### config.mk
export PLATFORM = sky130hd
export DESIGN_NAME = obi_rsp_fifo
export DESIGN_NICKNAME = d
export VERILOG_FILES = /design/src/rtl/if_types_pkg.sv /design/src/rtl/obi_rsp_fifo.sv
export SDC_FILE = /design/constraint.sdc
export NUM_CORES = 1
export LEC_CHECK = 0
export BUFFER_PORTS_ARGS = -buffer_cell sky130_fd_sc_hd__buf_2
export CAP_MARGIN = 20
export CORE_MARGIN = 1
export CORE_UTILIZATION = 60
export DETAILED_ROUTE_END_ITERATION = 10
export PLACE_DENSITY = 0.83
export SLEW_MARGIN = 20
export SYNTH_ARGS = -nofsm -noshare
export SYNTH_HDL_FRONTEND = slang
export SYNTH_SLANG_ARGS = --single-unit
### constraint.sdc
create_clock -name clk -period 8.28 [get_ports clk]
set_input_delay 0 -clock clk [delete_from_list [all_inputs] [get_ports clk]]
set_output_delay 0 -clock clk [all_outputs]
set_load 0.005 [all_outputs]
### src/rtl/if_types_pkg.sv
// Shared OBI interface types plus the storage entry used by the response FIFO.
package if_types_pkg;

  localparam int unsigned ObiDataWidth = 64;
  localparam int unsigned ObiIdWidth   = 4;

  typedef struct packed {
    logic [ObiDataWidth-1:0] rdata;
    logic                    err;
    logic [ObiIdWidth-1:0]   rid;
  } obi_r_chan_t;

  typedef struct packed {
    logic        rvalid;
    obi_r_chan_t r;
  } obi_rsp_t;

  // One queued R-channel response as held in the FIFO storage.
  typedef struct packed {
    logic [ObiDataWidth-1:0] rdata;
    logic                    err;
    logic [ObiIdWidth-1:0]   rid;
  } obi_rsp_entry_t;

  // Elaboration-time guard: depth must be a power of two, at least 2.
  function automatic bit depth_is_valid(int unsigned depth);
    return (depth >= 2) && ((depth & (depth - 1)) == 0);
  endfunction

endpackage

### src/rtl/obi_rsp_fifo.sv
// In-order OBI read-response buffer between the cache controller and the OBI master port.
// Back-pressures the controller on occupancy only and flags pushes into a full buffer.
module obi_rsp_fifo
  import if_types_pkg::*;
#(
  parameter int unsigned DATA_WIDTH = 64,
  parameter int unsigned ID_WIDTH   = 4,
  parameter int unsigned DEPTH      = 4
) (
  input  logic                    clk,
  input  logic                    rst_n,
  input  logic                    in_valid,
  output logic                    in_ready,
  input  logic [DATA_WIDTH-1:0]   rdata_in,
  input  logic                    err_in,
  input  logic [ID_WIDTH-1:0]     rid_in,
  output obi_rsp_t                obi_resp,
  input  logic                    rready_in,
  output logic [$clog2(DEPTH):0]  count,
  output logic                    overflow
);

  localparam int unsigned PtrW = $clog2(DEPTH);
  localparam int unsigned CntW = PtrW + 1;
  localparam logic [CntW-1:0] FullCount = CntW'(DEPTH);

  if (!depth_is_valid(DEPTH)) begin : g_bad_depth
    $error("obi_rsp_fifo: DEPTH must be a power of two >= 2");
  end
  if (DATA_WIDTH != ObiDataWidth || ID_WIDTH != ObiIdWidth) begin : g_bad_width
    $error("obi_rsp_fifo: DATA_WIDTH/ID_WIDTH must match if_types_pkg");
  end

  logic [PtrW-1:0] wr_ptr_q, wr_ptr_d;
  logic [PtrW-1:0] rd_ptr_q, rd_ptr_d;
  logic [CntW-1:0] count_q, count_d;
  logic            overflow_q, overflow_d;
  obi_rsp_entry_t  mem_q [DEPTH];
  obi_rsp_entry_t  wr_entry;
  logic            push, pop;

  // Handshakes: in_ready looks at the registered count only, so a pop never frees a slot
  // for a push in the same cycle.
  always_comb begin
    in_ready = (count_q < FullCount);
    push     = in_valid & in_ready;
    pop      = obi_resp.rvalid & rready_in;
    wr_entry = '{rdata: rdata_in, err: err_in, rid: rid_in};
  end

  // Next-state for pointers, occupancy and the sticky overflow flag.
  always_comb begin
    wr_ptr_d   = wr_ptr_q;
    rd_ptr_d   = rd_ptr_q;
    count_d    = count_q;
    overflow_d = overflow_q;
    if (push) wr_ptr_d = wr_ptr_q + 1'b1;
    if (pop)  rd_ptr_d = rd_ptr_q + 1'b1;
    if (push && !pop) begin
      count_d = count_q + 1'b1;
    end else if (pop && !push) begin
      count_d = count_q - 1'b1;
    end
    if (in_valid && !in_ready) overflow_d = 1'b1;
  end

  // Control state, cleared asynchronously.
  always_ff @(posedge clk or negedge rst_n) begin
    if (!rst_n) begin
      wr_ptr_q   <= '0;
      rd_ptr_q   <= '0;
      count_q    <= '0;
      overflow_q <= 1'b0;
    end else begin
      wr_ptr_q   <= wr_ptr_d;
      rd_ptr_q   <= rd_ptr_d;
      count_q    <= count_d;
      overflow_q <= overflow_d;
    end
  end

  // Storage needs no reset; the empty-forcing on the output hides stale contents.
  always_ff @(posedge clk) begin
    if (push) mem_q[wr_ptr_q] <= wr_entry;
  end

  // Present the head entry, forced to zero while empty.
  always_comb begin
    obi_resp = '0;
    if (count_q != '0) begin
      obi_resp.rvalid  = 1'b1;
      obi_resp.r.rdata = mem_q[rd_ptr_q].rdata;
      obi_resp.r.err   = mem_q[rd_ptr_q].err;
      obi_resp.r.rid   = mem_q[rd_ptr_q].rid;
    end
  end

  assign count    = count_q;
  assign overflow = overflow_q;

endmodule
==> flow_summary.json, run 1 <==
{
  "final-setup-viol-count": 0,
  "coreArea_sq_um": 17540,
  "syn_inst": 476,
  "start_util": 0.6232,
  "clock_latency_ns": 0.52,
  "ys_types": 22,
  "fin_crit_ns": 3.062,
  "synth-edff-count": 276,
  "syn2layout_area_growth_pct": 21.18,
  "final_antenna_net_count": 0,
  "cts_tree": "yes",
  "clkPwrFrac": 0.251,
  "dieArea_sq_um": 18760,
  "grt_max_degree": 72,
  "track_usage": 0.2208,
  "viasPerCell": 5.663,
  "cts-htree-levels": 1,
  "cts_resized": 0,
  "clkSinkCount": 284,
  "ff2ff_path_depth": 8,
  "cts_setup_buffers": 0,
  "ctsHoldBuffers": 73,
  "worstSetupPathDepth": 4,
  "port_buffers": 147,
  "nets": 781,
  "pwr-share-seq": 0.460,
  "syn_nets": 555,
  "arrival_ns": 3.06,
  "holdCritPathClass": "input port to flop",
  "wire_per_inst_um": 21.34,
  "fin_crit_sh": 0.3698,
  "vias": 5346,
  "cap_violations": 0,
  "crit_path_start_kind": "flop",
  "drt_iter0_drc": 382,
  "antenna_found_initial": 0,
  "fill_cells": 995,
  "whs_path_depth": 2,
  "power_frac_comb": 0.289,
  "sw_frac_of_total": 0.2773,
  "multi_input_area_sq_um": 2213,
  "io_pins": 148,
  "async_reset_ff_frac": 0.02817,
  "routed_wl_um": 20140,
  "ys_ff_latch": 284,
  "clk_pin_slew_worst_paths_ns": 0.06,
  "leakage_nw": 4.601,
  "cts_buffers": 27,
  "p_switching_w": 0.001185,
  "dp.cells": 825,
  "critical_path.top_delay_family": "buffers and inverters",
  "path_class": "flop to primary output",
  "place_congestion": 0.7136,
  "drive_gt1_frac": 0.3616,
  "p_int_w": 0.003088,
  "crit_chain": "buf_4, mux4_2, and2_1, buf_2",
  "synth_area_sq_um": 10930,
  "first_pass_iters": 4,
  "end_kind": "primary output",
  "grt_pass1_wl_um": 30320,
  "dominantRegCellSynth": "edfxtp_1",
  "yosysWarnings": 0,
  "fmax_mhz": 326.6,
  "critPathBufInv": 2,
  "tns_ns": 0,
  "max_slew.worst_pin.slew_ns": 1.072,
  "cp_max_fo": 48,
  "max-vdd-ir-drop_mv": 0.2554,
  "die_h_um": 137.0,
  "skew_ns": 0.007588,
  "antenna_cells": 0,
  "synth_seq_area_share": 0.7766,
  "syn_avg_cell_area_sq_um": 22.96,
  "fin_cells": 944,
  "hold_violations": 0,
  "crit_required_ns": 8.28,
  "drc": 0,
  "rsz0062_at_grt": "no",
  "powerDensity_nw_per_um2": 322.6,
  "gr-total-overflow": 0,
  "slowest_stage": "buf_4",
  "status": "finished, final reports clean",
  "r2r_slack_ns": 5.94,
  "slew_headroom": 0.2852,
  "dieWidth_um": 137.0,
  "row_count": 48,
  "max_stage_delay_ns": 0.83,
  "cts_root_buf": "clkbuf_16",
  "grt_pass1_vias": 5551,
  "regArea_sq_um": 8496,
  "cts_buffer_depth": 3,
  "hpwl_um": 10780,
  "slew_viol_final": 0
}
-- per-stage QoR --
step                total power [W]  worst slack (ns)    util  instance area [sq um]  hold slack, ns
global route               0.004479             4.971  0.7552                  13240          0.2208
finish                     0.004273             5.218  0.7552                  13240          0.2355
floorplan                  0.002808             5.445       -                  10930         -0.2956
global placement           0.003182             5.655  0.6704                  11760         -0.1478
CTS                        0.004310             5.109  0.7552                  13240          0.2119
detailed placement         0.003215             5.661  0.6704                  11760         -0.1446
-- cells in the final DEF, fill, tap and decap left out --
cell type and instances:
clkinv_2 8, ha_1 5, fa_1 1, nor2_1 1, mux2_2 1, xnor2_1 5, clkinv_1 5, nand2_1 2
or3_2 1, mux4_1 1, inv_1 4, clkbuf_16 27, buf_2 147, nor2b_1 1, dfrtp_4 2, and2_4 4
edfxtp_1 276, dlygate4sd3_1 73, clkbuf_1 6, a21o_1 1, mux4_2 68, nand3_1 1, o21ai_0 1, buf_4 2
xor2_1 1, and2_1 69, dfrtp_1 6
-- synthesized netlist by cell type (2+ instances only) --
cell type  count  area, sq um
clkbuf_1      10        37.54
inv_1          4        15.01
nand2_1        2        7.510
buf_2          7        35.03
mux4_2        68         1531
edfxtp_1     276         8288
xnor2_1        5        43.79
buf_12         7        140.1
and2_1        73        456.7
dfrtp_1        8        200.2
ha_1           5        62.56
-- worst register-to-register path: cells and delay by family (launching register included) --
family / cells / cell delay [ns]
simple gates: 3 / 0.80
fa+ha+maj: 2 / 0.59
flops: 1 / 0.42
xor+xnor: 2 / 0.35
buf+inv: 1 / 0.07
-- logic make-up after synthesis --
logic type               after synthesis  share of synthesized area
buffers and inverters                 29                    0.02187
AO/OA/AOI/OAI                          2                   0.001145
adder cells (fa/ha/maj)                6                   0.007556
flip-flops                           284                     0.7766
XOR/XNOR                               6                   0.004808
AND/OR/NAND/NOR                       79                    0.04442
multiplexers                          70                     0.1436
-- final timing paths --
check,startpoint,end
max,rd_ptr_q[0],obi_resp[1]
min,rdata_in[51],mem_q[0][56]
max reg2reg,count[2],count[2]
min reg2reg,overflow,overflow
max in group asynchronous,rst_n,rd_ptr_q[0]
min in group asynchronous,rst_n,overflow
-- layer usage --
layer | wire [um] | GRT usage | vias to the layer above
li1 | - | - | 2385
met1 | 8261 | 0.3031 | 2748
met2 | 10460 | 0.3763 | 180
met3 | 1021 | 0.03333 | 33
met4 | 403 | 0.05617 | 0
met5 | 0 | 0 | -
-- registers in the layout, summed over array words and instances, names as in the netlist --
| name | cells |
|---|---|
| mem_q | 276 |
| rd_ptr_q | 2 |
| wr_ptr_q | 2 |
| overflow | 1 |
| count | 3 |
-- cell type report --
cell class,count,share of cell area
Clock buffer,33,0.05272
Inverter,4,0.001134
Clock inverter,13,0.004440
Tap cell,225,0.02126
Sequential cell,284,0.6415
Multi-Input combinational cell,163,0.1671
Timing Repair Buffer,222,0.1119
-- power groups by stage --
| stage | sequential (W) | combinational [W] | clock, W |
|---|---|---|---|
| floorplan | 0.00187 | 0.000934 | 0 |
| global placement | 0.00198 | 0.00120 | 0 |
| detailed placement | 0.00200 | 0.00122 | 0 |
| CTS | 0.00197 | 0.00125 | 0.00109 |
| global route | 0.00199 | 0.00135 | 0.00114 |
| finish | 0.00196 | 0.00123 | 0.00107 |
Note: power is estimated with default switching activity, not from simulation.
==> inputs of run 2 (changes only) <==
ABC_AREA = 1   (was not set)
CORE_UTILIZATION = 58   (was 60)
PLACE_DENSITY = 0.8   (was 0.83)
clock period = 3 ns   (was 8.28 ns; I/O delays follow)
==> flow_summary.json, run 2 <==
{
  "synth_area_sq_um": 12170,
  "top_usage_layer": "met2",
  "gr-total-overflow": 0,
  "grt_pass1_vias": 8226,
  "rsz0062_at_grt": "no",
  "fmax_mhz": 358.7,
  "row_count": 52,
  "track_usage": 0.2453,
  "powerDensity_nw_per_um2": 909.2,
  "coreArea_sq_um": 20430,
  "ys_ff_latch": 284,
  "hpwl_um": 14580,
  "drive_gt1_frac": 0.1531,
  "viasPerCell": 5.091,
  "dieWidth_um": 146.8,
  "cts_setup_buffers": 0,
  "syn_inst": 1144,
  "dp.cells": 1524,
  "drc": 0,
  "crit_path_start_kind": "flop",
  "yosysMostFrequentCell": "nand2_1",
  "first_pass_iters": 6,
  "fin_cells": 1649,
  "regArea_sq_um": 8493,
  "skew_ns": 0.008811,
  "arrival_ns": 2.79,
  "cts_tree": "yes",
  "end_kind": "primary output",
  "cts_buffer_depth": 3,
  "wire_per_inst_um": 15.95,
  "grt_use_met3": 0.03447,
  "syn_nets": 1223,
  "slew_headroom": 0.4097,
  "io_pins": 148,
  "final_common_cell": "nand2_1",
  "sw_frac_of_total": 0.3502,
  "cts_root_buf": "clkbuf_16",
  "final-setup-viol-count": 0,
  "path_class": "flop to primary output",
  "largest_register": "mem_q",
  "async_reset_ff_frac": 0.02817,
  "yosys-top-cells-area": "edfxtp_1, nand2_1, inv_1",
  "pwr-share-seq": 0.398,
  "fin_crit_ns": 2.788,
  "cts-htree-levels": 1,
  "synth_seq_area_share": 0.6977,
  "hold_violations": 0,
  "antenna_found_initial": 2,
  "grt_util_met2": 0.4386,
  "nets": 1436,
  "holdCritPathClass": "input port to flop",
  "drt_iter0_drc": 598,
  "place_congestion": 0.7752,
  "clk_pin_slew_worst_paths_ns": 0.06,
  "yosysWarnings": 0,
  "clock_latency_ns": 0.53,
  "clkSinkCount": 284,
  "cts_buffers": 28,
  "mostFrequentLayoutCells": "nand2_1, inv_1, edfxtp_1, buf_2, nand3_1",
  "multi_input_area_sq_um": 2318,
  "synth.top_cells.by_count": "nand2_1, inv_1, edfxtp_1, nand3_1, a21oi_1",
  "ctsHoldBuffers": 73,
  "fill_cells": 1395,
  "p_switching_w": 0.004696,
  "grt_max_degree": 72,
  "syn_avg_cell_area_sq_um": 10.64,
  "routed_wl_um": 26290,
  "grt_pass1_wl_um": 41010,
  "cap_violations": 0,
  "cts_resized": 0,
  "ys_types": 21,
  "largest_reg_flops": 276,
  "slew_viol_final": 0,
  "synth.top_cell.area_share": 0.6812,
  "yosysTopAreaCell": "edfxtp_1",
  "max-vdd-ir-drop_mv": 0.6434,
  "max_slew.worst_pin.slew_ns": 0.8855,
  "dieArea_sq_um": 21560,
  "leakage_nw": 6.676,
  "start_util": 0.5955,
  "crit_required_ns": 3.00,
  "fin_crit_sh": 0.9292,
  "final_antenna_net_count": 0,
  "vias": 8395,
  "power_frac_comb": 0.347,
  "tns_ns": 0,
  "cp_max_fo": 59,
  "die_h_um": 146.8,
  "gr-usage-met1": 0.3101,
  "port_buffers": 147,
  "syn2layout_area_growth_pct": 21.25,
  "synth-edff-count": 276,
  "holdWs_ns": 0.2179,
  "status": "finished, final reports clean",
  "clkPwrFrac": 0.254,
  "dominantRegCellSynth": "edfxtp_1",
  "p_int_w": 0.008716
}
run 2: cells by family (layout without fill, tap and decap cells):
| group | Yosys count | count (layout) | share of synthesized area |
|---|---|---|---|
| AND/OR/NAND/NOR | 436 | 436 | 0.1493 |
| XOR/XNOR | 3 | 3 | 0.002160 |
| other | 0 | 1 | 0 |
| buffers and inverters | 343 | 577 | 0.1143 |
| AO/OA/AOI/OAI | 72 | 72 | 0.02982 |
| adder cells (fa/ha/maj) | 6 | 6 | 0.006787 |
| flip-flops | 284 | 284 | 0.6977 |
run 2: metrics by stage:
| step | instance area, sq um | setup slack (ns) | total power (W) | util |
|---|---|---|---|---|
| finish | 14750 | 0.2124 | 0.01341 | 0.7221 |
| global route | 14750 | 0.08015 | 0.01413 | 0.7221 |
| floorplan | 12170 | -1.073 | 0.008281 | - |
| detailed placement | 13120 | 0.8360 | 0.009955 | 0.6423 |
| CTS | 14750 | 0.2129 | 0.01342 | 0.7220 |
| global placement | 13120 | 0.8300 | 0.009821 | 0.6423 |
run 2: per-layer routing:
layer,up-vias,share of wire
li1,4045,-
met1,3937,0.40
met2,367,0.50
met3,46,0.077
met4,0,0.022
met5,-,0
run 2: area by class of cell:
cell class                      instances  share of cell area
Antenna cell                            1           0.0001696
Clock buffer                           34             0.05047
Clock inverter                         17             0.01035
Inverter                              290             0.07396
Multi-Input combinational cell        517              0.1572
Sequential cell                       284              0.5757
Tap cell                              270             0.02290
Timing Repair Buffer                  236              0.1092
run 2: final timing paths:
check	startpoint	endpoint	slack (ns)	cells after the start
setup reg to reg	count[2]	count[2]	0.85	10
setup / recovery	rd_ptr_q[0]	obi_resp[38]	0.21	6
hold / removal	rdata_in[17]	mem_q[2][22]	0.22	2
max in group asynchronous	rst_n	rd_ptr_q[0]	2.22	3
min in group asynchronous	rst_n	overflow	0.45	3
hold reg to reg	overflow	overflow	0.46	1
run 2: power by group through the flow:
stage	clock network, W	logic [W]	registers, W
2_1_floorplan	0	0.00297	0.00531
3_3_place_gp	0	0.00443	0.00539
3_5_place_dp	0	0.00454	0.00542
4_1_cts	0.00343	0.00465	0.00534
5_1_grt	0.00358	0.00515	0.00539
6_report	0.00341	0.00466	0.00534
run 2: worst max-delay path: stages, from the launching register on:
cell	delay, ns
dfrtp_4	0.85
inv_4	0.37
buf_12	0.31
nand2_1	0.11
nand3_1	0.09
a21oi_1	0.30
buf_2	0.17
